### src/rtl/axis_in_pack_pkg.sv
// Shared definitions for the narrow-to-wide AXI-stream packer.
// Optional feature macro: AXIS_IN_PACK_KEEP_EN (keep/last sideband on the output).
package axis_in_pack_pkg;

  localparam int DEF_IN_DATA_W  = 8;
  localparam int DEF_OUT_DATA_W = 32;
  localparam int MAX_LANES      = 64;

  // Keep mask for a word whose highest written lane is 'lane': bits [lane:0] set.
  function automatic logic [MAX_LANES-1:0] lane_mask_f(input int unsigned lane);
    lane_mask_f = (64'd2 << lane) - 64'd1;
  endfunction

endpackage

### src/rtl/axis_in_pack_lane_ctr.sv
// Lane counter for the packer: points at the next lane of the word to fill.
// Clear has priority over increment; wrap back to 0 happens only via clear.
module axis_in_pack_lane_ctr
  import axis_in_pack_pkg::*;
#(
  parameter int LANE_W = 2
) (
  input  logic              clk_i,
  input  logic              cke_i,
  input  logic              rst_i,
  input  logic              clr_i,
  input  logic              inc_i,
  output logic [LANE_W-1:0] cnt_o
);

  logic [LANE_W-1:0] r_cnt;

  // Lane count register: reset/clear to lane 0, step on a non-final accepted beat.
  always_ff @(posedge clk_i) begin
    if (rst_i) begin
      r_cnt <= {LANE_W{1'b0}};
    end else if (cke_i) begin
      if (clr_i) begin
        r_cnt <= {LANE_W{1'b0}};
      end else if (inc_i) begin
        r_cnt <= r_cnt + {{(LANE_W-1){1'b0}}, 1'b1};
      end else begin
        r_cnt <= r_cnt;
      end
    end else begin
      r_cnt <= r_cnt;
    end
  end

  assign cnt_o = r_cnt;

endmodule

### src/rtl/axis_in_pack.sv
// Packs a narrow AXI-stream into full-width little-endian words. A beat with
// last set flushes the partial word zero-padded in the unwritten upper lanes.
// Optional feature macro: AXIS_IN_PACK_KEEP_EN adds axis_out_keep_o / axis_out_last_o.
module axis_in_pack
  import axis_in_pack_pkg::*;
#(
  parameter int IN_DATA_W  = DEF_IN_DATA_W,
  parameter int OUT_DATA_W = DEF_OUT_DATA_W
) (
  input  logic                            clk_i,
  input  logic                            cke_i,
  input  logic                            rst_i,
  input  logic [IN_DATA_W-1:0]            axis_in_data_i,
  input  logic                            axis_in_valid_i,
  input  logic                            axis_in_last_i,
  output logic                            axis_in_ready_o,
  output logic [OUT_DATA_W-1:0]           axis_out_data_o,
  output logic                            axis_out_valid_o,
`ifdef AXIS_IN_PACK_KEEP_EN
  output logic [OUT_DATA_W/IN_DATA_W-1:0] axis_out_keep_o,
  output logic                            axis_out_last_o,
`endif
  input  logic                            axis_out_ready_i
);

  localparam int R      = OUT_DATA_W / IN_DATA_W;
  localparam int LANE_W = $clog2(R);

  logic [LANE_W-1:0]     w_lane;
  logic                  w_out_stall;
  logic                  w_accept;
  logic                  w_complete;
  logic [OUT_DATA_W-1:0] w_word;
  logic [OUT_DATA_W-1:0] r_acc;
  logic [OUT_DATA_W-1:0] r_out_data;
  logic                  r_out_valid;

  // A pending word that downstream refuses blocks the input; cke low blocks everything.
  assign w_out_stall     = r_out_valid & ~axis_out_ready_i;
  assign axis_in_ready_o = cke_i & ~w_out_stall;
  assign w_accept        = axis_in_valid_i & axis_in_ready_o;
  assign w_complete      = w_accept & ((w_lane == LANE_W'(R - 1)) | axis_in_last_i);

  axis_in_pack_lane_ctr #(
    .LANE_W (LANE_W)
  ) u_lane_ctr (
    .clk_i  (clk_i),
    .cke_i  (cke_i),
    .rst_i  (rst_i),
    .clr_i  (w_complete),
    .inc_i  (w_accept & ~w_complete),
    .cnt_o  (w_lane)
  );

  // Merge the incoming beat into its lane; lanes above it are still zero in r_acc.
  always_comb begin
    w_word = r_acc;
    for (int i = 0; i < R; i++) begin
      w_word[i*IN_DATA_W +: IN_DATA_W] = (w_lane == LANE_W'(i)) ? axis_in_data_i
                                                                 : r_acc[i*IN_DATA_W +: IN_DATA_W];
    end
  end

  // Accumulator: collects lanes of the word in progress, emptied when the word completes.
  always_ff @(posedge clk_i) begin
    if (rst_i) begin
      r_acc <= {OUT_DATA_W{1'b0}};
    end else if (cke_i) begin
      if (w_complete) begin
        r_acc <= {OUT_DATA_W{1'b0}};
      end else if (w_accept) begin
        r_acc <= w_word;
      end else begin
        r_acc <= r_acc;
      end
    end else begin
      r_acc <= r_acc;
    end
  end

  // Output word register: load on completion (even while the old word drains), else drop valid on handshake.
  always_ff @(posedge clk_i) begin
    if (rst_i) begin
      r_out_data  <= {OUT_DATA_W{1'b0}};
      r_out_valid <= 1'b0;
    end else if (cke_i) begin
      if (w_complete) begin
        r_out_data  <= w_word;
        r_out_valid <= 1'b1;
      end else if (r_out_valid & axis_out_ready_i) begin
        r_out_data  <= r_out_data;
        r_out_valid <= 1'b0;
      end else begin
        r_out_data  <= r_out_data;
        r_out_valid <= r_out_valid;
      end
    end else begin
      r_out_data  <= r_out_data;
      r_out_valid <= r_out_valid;
    end
  end

  assign axis_out_data_o  = r_out_data;
  assign axis_out_valid_o = r_out_valid;

`ifdef AXIS_IN_PACK_KEEP_EN
  logic [MAX_LANES-1:0] w_mask_full;
  logic [R-1:0]         r_keep;
  logic                 r_last;

  assign w_mask_full = lane_mask_f(int'(w_lane));

  // Sideband register: lanes written and packet-close flag travel with the data word.
  always_ff @(posedge clk_i) begin
    if (rst_i) begin
      r_keep <= {R{1'b0}};
      r_last <= 1'b0;
    end else if (cke_i) begin
      if (w_complete) begin
        r_keep <= w_mask_full[R-1:0];
        r_last <= axis_in_last_i;
      end else begin
        r_keep <= r_keep;
        r_last <= r_last;
      end
    end else begin
      r_keep <= r_keep;
      r_last <= r_last;
    end
  end

  assign axis_out_keep_o = r_keep;
  assign axis_out_last_o = r_last;
`endif

endmodule

### config.mk
export PLATFORM = sky130hd
export DESIGN_NAME = axis_in_pack
export DESIGN_NICKNAME = d
export VERILOG_FILES = /design/src/rtl/axis_in_pack_pkg.sv /design/src/rtl/axis_in_pack_lane_ctr.sv /design/src/rtl/axis_in_pack.sv
export SDC_FILE = /design/constraint.sdc
export NUM_CORES = 1
export LEC_CHECK = 0
export BUFFER_PORTS_ARGS = -buffer_cell sky130_fd_sc_hd__buf_2
export CORE_MARGIN = 3
export CORE_UTILIZATION = 50
export DETAILED_ROUTE_END_ITERATION = 8
export GPL_TIMING_DRIVEN = 1
export PLACE_DENSITY = 0.79
export SLEW_MARGIN = 15
export SYNTH_ARGS = -nofsm -noshare
export SYNTH_HDL_FRONTEND = slang
export SYNTH_SLANG_ARGS = --single-unit
### constraint.sdc
create_clock -name clk_i -period 2.3 [get_ports clk_i]
set_input_delay 0.46 -clock clk_i [delete_from_list [all_inputs] [get_ports clk_i]]
set_output_delay 0.46 -clock clk_i [all_outputs]
set_load 0.01 [all_outputs]
==> summary.md <==
| Metric | Value |
|---|---|
| Status | `finished, final reports clean` |
| Routed wire length | `8620 um` |
| Ys flop type | `dfxtp_1` |
| Final GP Congestion | `0.795` |
| Slew HR | `0.502` |
| Number of synthesized flops with an enable pin | `0` |
| Critical Path Max Stage Delay | `0.45 ns` |
| Synthesized net count | `412` |
| Final Hold Viols | `0` |
| Htree depth | `3` |
| PostCTS Resize Cnt | `0` |
| FFs w/ async S/R, synth | `0` |
| Max Clk Rate | `between 0.5 and 0.6 GHz` |
| Critical Path RT | `2.54 ns` |
| Core Box Area | `6530 um^2` |
| Die area | `7950 um^2` |
| Largest net degree at the start of global routing | `~40` |
| Number of global-route vias before repair | `2947` |
| Sequential fraction of the synthesis area | `0.388` |
| Area delta synth->final | `14.4%` |
| Chip height | `89.2 um` |
| Routed Antenna Nets | `0` |
| Max Root-Sink Buffers | `2` |
| Drt wl/cell | `about 17 um` |
| Crit path cell chain | `ha_1 -> nor2_2 -> or3_1 -> buf_4 -> a211oi_1` |
| Placed wire-length estimate | `around 5400 um` |
| Syn Area/Cell | `8.78 um^2` |
| Crit Path Class | `reg -> reg` |
| Gate Count Post-Synth | `slightly below 400` |
| Placed Cells | `between 400 and 500` |
| Critical R2R Launch | `u_lane_ctr.cnt_o[1]$_SDFFE_PP0P_` |
| Starting Density | `0.530` |
| Worst-margin pin slew | `around 0.74 ns` |
| Drt first pass iters | `5` |
| Fill cell count | `552` |
| Slew Limit Fails | `0` |
| R2R cell count | `5` |
| Max Cap Viol | `0` |
| CP Launch Type | `flop` |
| Ant diodes | `0` |
| IO Pins | `48` |
| Drt first-iter violations | `314` |
| Total GRT Usage | `0.227` |
| Unrepaired setup endpoints after global routing | `no` |
| R2R setup slack | `0.38 ns` |
| Worst hold slack | `0.417 ns` |
| Initial antenna violation count | `0` |
| DRC | `0` |
| Crit path launch | `u_lane_ctr.cnt_o[1]$_SDFFE_PP0P_` |
| Power Density | `671 nW/um^2` |
| CTS tree | `yes` |
| Crit path capture type | `flop` |
| Remaining global-route overflow | `0` |
| IO Port Bufs | `47` |
| Post-synth top area cell | `dfxtp_1` |
| Crit path to | `axis_out_data_o[4]$_SDFFE_PP0P_` |
| Reg-to-reg endpoint | `axis_out_data_o[4]$_SDFFE_PP0P_` |
| Max FO, Critical Path | `21` |
| Syn. warnings | `0` |
| Inserted Clock Buffers | `9` |
| Area contributors post-synth | `dfxtp_1, mux2_2, a211oi_1` |
| Post-synth cell types | `26` |
| Clock-pin slew on the worst setup and hold paths | `0.07 ns` |
| Clock skew | `0.00928 ns` |
| Postcts setup bufs | `0` |
| Hold-fix buffers at CTS | `0` |
| Synth top area share | `0.388` |
| Fin crit period | `slightly below 2 ns` |
| Core Rows | `29` |
| WP data arrival | `2.17 ns` |
| Endpoints failing setup | `0` |
| Layout cells sized above 1 | `0.276` |
| Total chip power | `around 2.7 mW` |
| Clock Latency Late Sink | `~0.35 ns` |
| Clk sinks | `67` |
| Synthesized area | `3460 um^2` |
| Pleak | `1.56 nW` |
| Vias | `3083` |
| Global-route wire length before repair | `14200 um` |
| Vias per cell | `between 6 and 7` |
| Worst Hold Depth | `4` |
| #FFs+latches synth | `67` |
| Setup TNS | `0 ns` |
| Hold Path Class | `in -> reg` |
| # nets final | `approximately 440` |
| Die Width | `89.2 um` |
| Non-filler cells, final | `508` |
| Root buf cell | `clkbuf_8` |
| VDD IR max | `between 300 and 400 uV` |
| Slowest-stage cell, CP | `ha_1` |
| Final Cycle Share | `0.836` |
registers in the layout, summed over array words and instances (netlist names):
name,cells
axis_out_data_o,32
axis_out_valid_o,1
u_lane_ctr.cnt_o,2
r_acc,32
cells in the mapped netlist, drive strengths merged (2+ instances only):
cell type / instances
a211oi: 34
nor3b: 8
dfxtp: 67
nor4: 32
nor2b: 25
nand3: 26
o21ai: 26
clkbuf: 23
mux2: 32
nor3: 2
nand4: 24
ha: 4
nand3b: 24
nor4b: 3
inv: 34
and2: 2
buf: 21
nand2: 3
metal layers:
metal  global-route usage  part of all wire  wire length (um)  up-vias
li1                     -                 -                 -     1486
met1                0.307              0.48              4130     1470
met2                0.350              0.46              3920      115
met3               0.0590             0.051               441       12
met4               0.0798             0.015               127        0
met5                    0                 0                 0        -
power breakdown:
part	total (mW)	switching, mW	internal [mW]
logic	0.304	0.188	0.116
clock network	1.13	0.464	0.669
registers	1.22	0.0200	1.20
total	2.65	0.672	1.98
layout by cell type (no fill, tap or decap):
master,instances
nand3b_1,24
nor2_2,1
bufinv_16,2
clkinvlp_4,1
buf_4,18
a21oi_1,1
buf_2,47
clkbuf_8,11
and2_1,2
a211oi_1,34
nor3_2,2
clkbuf_1,1
dfxtp_1,67
nor4b_2,3
inv_1,34
nor2b_4,1
nor2b_1,24
nand3_1,26
mux2_2,32
nand2_1,3
nor3b_1,8
nor4_1,32
or3_1,1
clkinv_2,1
ha_1,4
nand4_1,24
or2b_1,1
o21ai_0,26
worst min path at each step:
| stage | from | endpoint | slack, ns |
|---|---|---|---|
| floorplan | r_acc[24]$_SDFFE_PP0P_ | r_acc[24]$_SDFFE_PP0P_ | 0.45 |
| global placement | axis_out_data_o[20]$_SDFFE_PP0P_ | axis_out_data_o[20]$_SDFFE_PP0P_ | 0.44 |
| detailed placement | axis_out_data_o[27]$_SDFFE_PP0P_ | axis_out_data_o[27]$_SDFFE_PP0P_ | 0.44 |
| CTS | cke_i | axis_out_valid_o$_SDFFE_PP0P_ | 0.41 |
| global route | cke_i | axis_out_valid_o$_SDFFE_PP0P_ | 0.43 |
| finish | cke_i | axis_out_valid_o$_SDFFE_PP0P_ | 0.42 |
logic make-up (layout without fill, tap and decap cells):
family,after synthesis,after routing,synth area share
buffers and inverters,78,115,0.0973
flip-flops,67,67,0.388
AO/OA/AOI/OAI,61,61,0.113
adder cells (fa/ha/maj),4,4,0.0145
multiplexers,32,32,0.104
AND/OR/NAND/NOR,152,152,0.284
critical path, delay by kind of cell (launching register included):
kind | cells | cell delay, ns
and+or+nand+nor | 2 | 0.45
buffers and inverters | 1 | 0.23
adders and majority gates | 1 | 0.45
DFF | 1 | 0.38
AOI/OAI and AO/OA | 1 | 0.30
through the flow:
step                      cell area [um^2]   util  setup slack (ns)
final                                 3960  0.606             0.378
after global routing                  3960  0.606             0.234
after CTS                             3960  0.606             0.394
after detailed placement              3730  0.571             0.428
after global placement                3730  0.571             0.459
after floorplan                       3460      -             0.708
final cells by class:
cell class	instances	area, um^2	area share
flip-flops and latches	67	1340	0.339
well taps	77	96.3	0.0243
clock buffers	12	155	0.0392
multi-input cells	249	1790	0.453
clock inverters	4	72.6	0.0183
repair buffers	65	370	0.0936
inverters	34	128	0.0322
Note: power is estimated with default switching activity, not from simulation.
